<file path="src/rtl/framebuffer_stream_reader.sv">
// Framebuffer stream reader: reads a contiguous run of words from the
// framebuffer RAM read port and streams them out as an AXI-Stream master.
// Ports: clk, resetn (async, active-low); start/startAddr/length request a
// transfer; busy/done report status; readAddr/readData drive the RAM
// (registered read, 1-cycle latency); m_axis_* is the output stream.
// Optional: define FRAMEBUFFER_STREAM_READER_BYTE_SWAP_EN to reverse the
// byte order of m_axis_tdata.
module framebuffer_stream_reader #(
    parameter int MEM_SIZE  = 13,
    parameter int MEM_WIDTH = 16
) (
    input  logic                 clk,
    input  logic                 resetn,
    input  logic                 start,
    input  logic [MEM_SIZE-1:0]  startAddr,
    input  logic [MEM_SIZE:0]    length,
    output logic                 busy,
    output logic                 done,
    output logic [MEM_SIZE-1:0]  readAddr,
    input  logic [MEM_WIDTH-1:0] readData,
    output logic                 m_axis_tvalid,
    input  logic                 m_axis_tready,
    output logic [MEM_WIDTH-1:0] m_axis_tdata,
    output logic                 m_axis_tlast
);

    localparam int NB = MEM_WIDTH / 8;

    typedef enum logic {
        IDLE,
        STREAM
    } state_t;

    state_t                state_q;
    state_t                state_d;
    logic                  done_q;
    logic                  done_d;
    logic [MEM_SIZE-1:0]   addr_q;
    logic [MEM_SIZE:0]     len_q;
    logic [MEM_SIZE:0]     issued_q;
    logic [MEM_SIZE:0]     beats_q;
    logic                  inflight_q;
    logic [MEM_WIDTH-1:0]  fifo_q [4];
    logic [1:0]            wr_ptr;
    logic [1:0]            rd_ptr;
    logic [2:0]            count_q;
    logic [MEM_WIDTH-1:0]  head;
    logic                  issue;
    logic                  push;
    logic                  fire;
    logic                  last_beat;
    logic                  accept;

    // Occupancy plus the read still in flight bounds the FIFO, so an
    // issue can never lead to an overflow one cycle later.
    assign issue = (state_q == STREAM) && (issued_q < len_q)
                   && ((count_q + {2'b00, inflight_q}) < 3'd4);
    assign push      = inflight_q;
    assign fire      = m_axis_tvalid & m_axis_tready;
    assign last_beat = (beats_q == len_q - 1'b1);
    assign accept    = (state_q == IDLE) && start && (length != '0);

    assign busy          = (state_q == STREAM);
    assign done          = done_q;
    assign readAddr      = addr_q;
    assign m_axis_tvalid = (count_q != 3'd0);
    assign m_axis_tlast  = m_axis_tvalid && last_beat;
    assign head          = fifo_q[rd_ptr];

`ifdef FRAMEBUFFER_STREAM_READER_BYTE_SWAP_EN
    always_comb begin
        m_axis_tdata = '0;
        for (int b = 0; b < NB; b++) begin
            m_axis_tdata[8*b +: 8] = head[8*(NB-1-b) +: 8];
        end
    end
`else
    assign m_axis_tdata = head;
`endif

    always_comb begin
        state_d = state_q;
        done_d  = 1'b0;
        unique case (state_q)
            IDLE: begin
                if (start) begin
                    if (length == '0) begin
                        done_d = 1'b1;
                    end else begin
                        state_d = STREAM;
                    end
                end
            end
            STREAM: begin
                if (fire && last_beat) begin
                    state_d = IDLE;
                    done_d  = 1'b1;
                end
            end
            default: state_d = IDLE;
        endcase
    end

    always_ff @(posedge clk or negedge resetn) begin
        if (!resetn) begin
            state_q <= IDLE;
            done_q  <= 1'b0;
        end else begin
            state_q <= state_d;
            done_q  <= done_d;
        end
    end

    always_ff @(posedge clk or negedge resetn) begin
        if (!resetn) begin
            addr_q     <= '0;
            len_q      <= '0;
            issued_q   <= '0;
            beats_q    <= '0;
            inflight_q <= 1'b0;
        end else begin
            inflight_q <= issue;
            if (accept) begin
                addr_q   <= startAddr;
                len_q    <= length;
                issued_q <= '0;
                beats_q  <= '0;
            end else begin
                if (issue) begin
                    addr_q   <= addr_q + 1'b1;
                    issued_q <= issued_q + 1'b1;
                end
                if (fire) begin
                    beats_q <= beats_q + 1'b1;
                end
            end
        end
    end

    always_ff @(posedge clk or negedge resetn) begin
        if (!resetn) begin
            for (int i = 0; i < 4; i++) begin
                fifo_q[i] <= '0;
            end
            wr_ptr  <= '0;
            rd_ptr  <= '0;
            count_q <= '0;
        end else begin
            if (push) begin
                fifo_q[wr_ptr] <= readData;
                wr_ptr         <= wr_ptr + 1'b1;
            end
            if (fire) begin
                rd_ptr <= rd_ptr + 1'b1;
            end
            unique case ({push, fire})
                2'b10:   count_q <= count_q + 1'b1;
                2'b01:   count_q <= count_q - 1'b1;
                default: count_q <= count_q;
            endcase
        end
    end

endmodule

</file>
<file path="config.mk">
export PLATFORM = sky130hd
export DESIGN_NAME = framebuffer_stream_reader
export DESIGN_NICKNAME = d
export VERILOG_FILES = /design/src/rtl/framebuffer_stream_reader.sv
export SDC_FILE = /design/constraint.sdc
export NUM_CORES = 1
export LEC_CHECK = 0
export CORE_ASPECT_RATIO = 1.2
export CORE_MARGIN = 8
export CORE_UTILIZATION = 61
export CTS_CLUSTER_SIZE = 30
export DETAILED_ROUTE_END_ITERATION = 8
export PLACE_DENSITY = 0.95
export SKIP_CTS_REPAIR_TIMING = 1
export SLEW_MARGIN = 10
export SYNTH_ARGS = -nofsm -noshare
export SYNTH_HDL_FRONTEND = slang
export SYNTH_SLANG_ARGS = --single-unit
</file>
<file path="constraint.sdc">
create_clock -name clk -period 5.5 [get_ports clk]
set_input_delay 1.1 -clock clk [delete_from_list [all_inputs] [get_ports clk]]
set_output_delay 1.1 -clock clk [all_outputs]
set_load 0.005 [all_outputs]
</file>
==> metrics.md <==
| Metric | Value |
|---|---|
| H-tree lvl count | `4` |
| Critical Path Source Type | `register` |
| Layout cells sized above 1 | `19.0%` |
| Final setup violation count | `0` |
| Ys async rst share | `100%` |
| Final nets | `736` |
| Antenna-violating nets left | `0` |
| Max Root-Sink Buffers | `2` |
| Seq/Total Area, Yosys | `48.1%` |
| Worst-Skew Late Latency | `430 ps` |
| Fmax | `231 MHz` |
| Number of fillers in the final layout | `657` |
| Status | `complete, no violations` |
| Rel. slew slack | `25.1%` |
| Core area | `0.0109 mm^2` |
| Crit path time final | `4330 ps` |
| Gr usage total | `25.1%` |
| Most common cell after layout, fill and taps aside | `dfrtp_1` |
| Slew Limit Fails | `0` |
| Area of the die | `0.0146 mm^2` |
| Site Rows | `42` |
| Ys Warns | `0` |
| CP endpoint kind | `primary output` |
| Logic pwr share | `39.1%` |
| Top FF cell, synth | `dfrtp_1` |
| Yosys top cell by area | `dfrtp_1` |
| DR WL/cell | `21.8 um` |
| IR Drop Worst-Case VDD | `467 uV` |
| Port-buffer cells | `79` |
| WP data arrival | `3230 ps` |
| Initial antenna violation count | `0` |
| Grt total ovfl | `0` |
| Final Hold Fails | `0` |
| Largest net degree at the start of global routing | `51` |
| Number of diodes | `0` |
| RSZ-0062 raised after global routing | `false` |
| I/O pin cnt | `80` |
| DP Cell Count | `779` |
| CTS buffer count | `17` |
| Commonest non-fill, non-tap cells in the layout | `129 x dfrtp_1, 78 x clkdlybuf4s50_1, 65 x mux2_2, 49 x nand2_1, 33 x nor2_1` |
| Cell Area, Synth | `0.00671 mm^2` |
| Leakage | `3.41 nW` |
| Clock sink total | `129` |
| Synthesized instance count | `589` |
| DRT iter0 DRCs | `422` |
| Initial core utilization | `61.6%` |
| Vias in the first global route | `5678` |
| Footprint of the multi-input gates | `0.00327 mm^2` |
| 1st-pass router iterations | `6` |
| First-pass GRT wire length | `28.6 mm` |
| Max Cap Violations | `0` |
| Area contributors post-synth | `dfrtp_1 48%, mux2_2 11%, mux4_2 5.4%` |
| Vias per inst | `6.55` |
| Die W | `112 um` |
| Clk slew on worst S/H paths | `60 ps` |
| Yosys cell types | `55` |
| Post-DP HPWL | `11.5 mm` |
| Area Growth Syn to Fin | `21.8%` |
| Mapped Avg Cell Area | `11.4 um^2` |
| Switching Share | `36.6%` |
| Worst clock skew | `12.8 ps` |
| Vias | `5308` |
| Routed WL | `17.7 mm` |
| Final GP Congestion | `0.861` |
| Worst-Margin Slew | `1120 ps` |
| Synth Net Count | `659` |
| Int Pwr | `3.08 mW` |
| Hold crit path type | `reg2reg` |
| Post-synth top area share | `48.1%` |
| Non-filler cells, final | `811` |
| Sequential fraction of design power | `37.6%` |
| WS Path Type | `reg2out` |
| Fin crit share | `78.7%` |
| TritonCTS clock tree | `built` |
| PwrDens | `595 mW/mm^2` |
| Clock share of power | `23.3%` |
| EDFF count, synth | `0` |
| CP Max Fanout | `6` |
| DRC errors left | `0` |
| Post-synthesis register bit count | `129` |
| Setup TNS | `0 ps` |
| Sequential cell area | `0.00323 mm^2` |
| Critical Path RT | `4400 ps` |
| Die Y | `131 um` |
| CTS root buf | `clkbuf_16` |
| Switch Pwr | `1.78 mW` |
## critical path, cell delays in order, from the launching register on
cell,delay [ps]
dfrtp_1,450
inv_1,110
ha_1,240
nor3b_2,410
nand2_1,140
or4_1,490
a22oi_1,220
and4_1,240
clkdlybuf4s50_1,520
## metal layers
metal	vias up	track usage [%]	part of all wire, %
li1	2335	-	-
met5	-	0	0
met4	0	13.4	3.2
met1	2637	26.0	37
met2	269	45.5	53
met3	67	7.22	7.2
## path summary, 6_finish.rpt
kind                             from           end  slack, ps  depth (start not counted)
setup / recovery             len_q[0]  m_axis_tlast       1170                          8
hold / removal             fifo_q[30]    fifo_q[30]        500                          1
setup reg to reg             len_q[3]   readAddr[9]       2340                          8
hold reg to reg            fifo_q[30]    fifo_q[30]        500                          1
max in group asynchronous      resetn    fifo_q[18]       3730                          2
min in group asynchronous      resetn      len_q[8]        690                          1
## sequential cells by signal, summed over array words and instances, names as in the netlist, 2 cells and up
signal / count
fifo_q: 64
beats_q: 14
issued_q: 14
len_q: 14
readAddr: 13
count_q: 3
rd_ptr: 2
wr_ptr: 2
## power groups by stage
stage | logic [mW] | clock network [mW] | registers, mW
4_1_cts | 1.91 | 1.14 | 1.82
3_3_place_gp | 1.75 | 0 | 1.76
6_report | 1.90 | 1.13 | 1.83
3_5_place_dp | 1.85 | 0 | 1.81
5_1_grt | 2.06 | 1.18 | 1.89
2_1_floorplan | 1.27 | 0 | 1.63
## final cells by class
| class | count | share of cell area [%] |
|---|---|---|
| multi-input combinational | 408 | 40.1 |
| clock inverter | 15 | 1.95 |
| timing repair buffer | 83 | 10.0 |
| clock buffer | 17 | 5.21 |
| sequential | 129 | 39.5 |
| tap | 132 | 2.02 |
| inverter | 27 | 1.24 |
## through the flow
| step | hold slack (ps) | power [mW] | util, % | area (um^2) | setup slack [ps] |
|---|---|---|---|---|---|
| finish | 502 | 4.86 | 75.1 | 8170 | 1170 |
| global route | 511 | 5.12 | 75.1 | 8170 | 1010 |
| CTS | 502 | 4.87 | 75.1 | 8170 | 1220 |
| detailed placement | 488 | 3.66 | 69.7 | 7580 | 1720 |
| global placement | 481 | 3.52 | 69.7 | 7580 | 1830 |
| floorplan | 474 | 2.90 | - | 6710 | 2470 |
## kinds of logic after synthesis
family	share of synthesized area, %
mux	16.4
fa+ha+maj	4.40
simple gates	14.2
buf+inv	3.06
flops	48.1
xor+xnor	4.57
compound gates	9.14
## cells in the mapped netlist (3+ instances only)
| master | n |
|---|---|
| a31oi_1 | 11 |
| o311ai_0 | 4 |
| or2_2 | 3 |
| or4_1 | 12 |
| xor2_1 | 14 |
| or3_1 | 11 |
| o21ai_0 | 28 |
| nor3_1 | 5 |
| nand3_1 | 18 |
| inv_1 | 27 |
| nand4_1 | 11 |
| o211ai_1 | 5 |
| buf_2 | 5 |
| a21oi_1 | 14 |
| dfrtp_1 | 129 |
| nor4_1 | 3 |
| and4_1 | 5 |
| o31ai_1 | 10 |
| nand2_1 | 49 |
| nor2_1 | 33 |
| and3_1 | 9 |
| xnor2_1 | 21 |
| mux2_2 | 65 |
| buf_1 | 4 |
| a21o_1 | 3 |
| ha_1 | 22 |
| mux4_2 | 16 |
| clkbuf_1 | 15 |
Note: power is estimated with default switching activity, not from simulation.
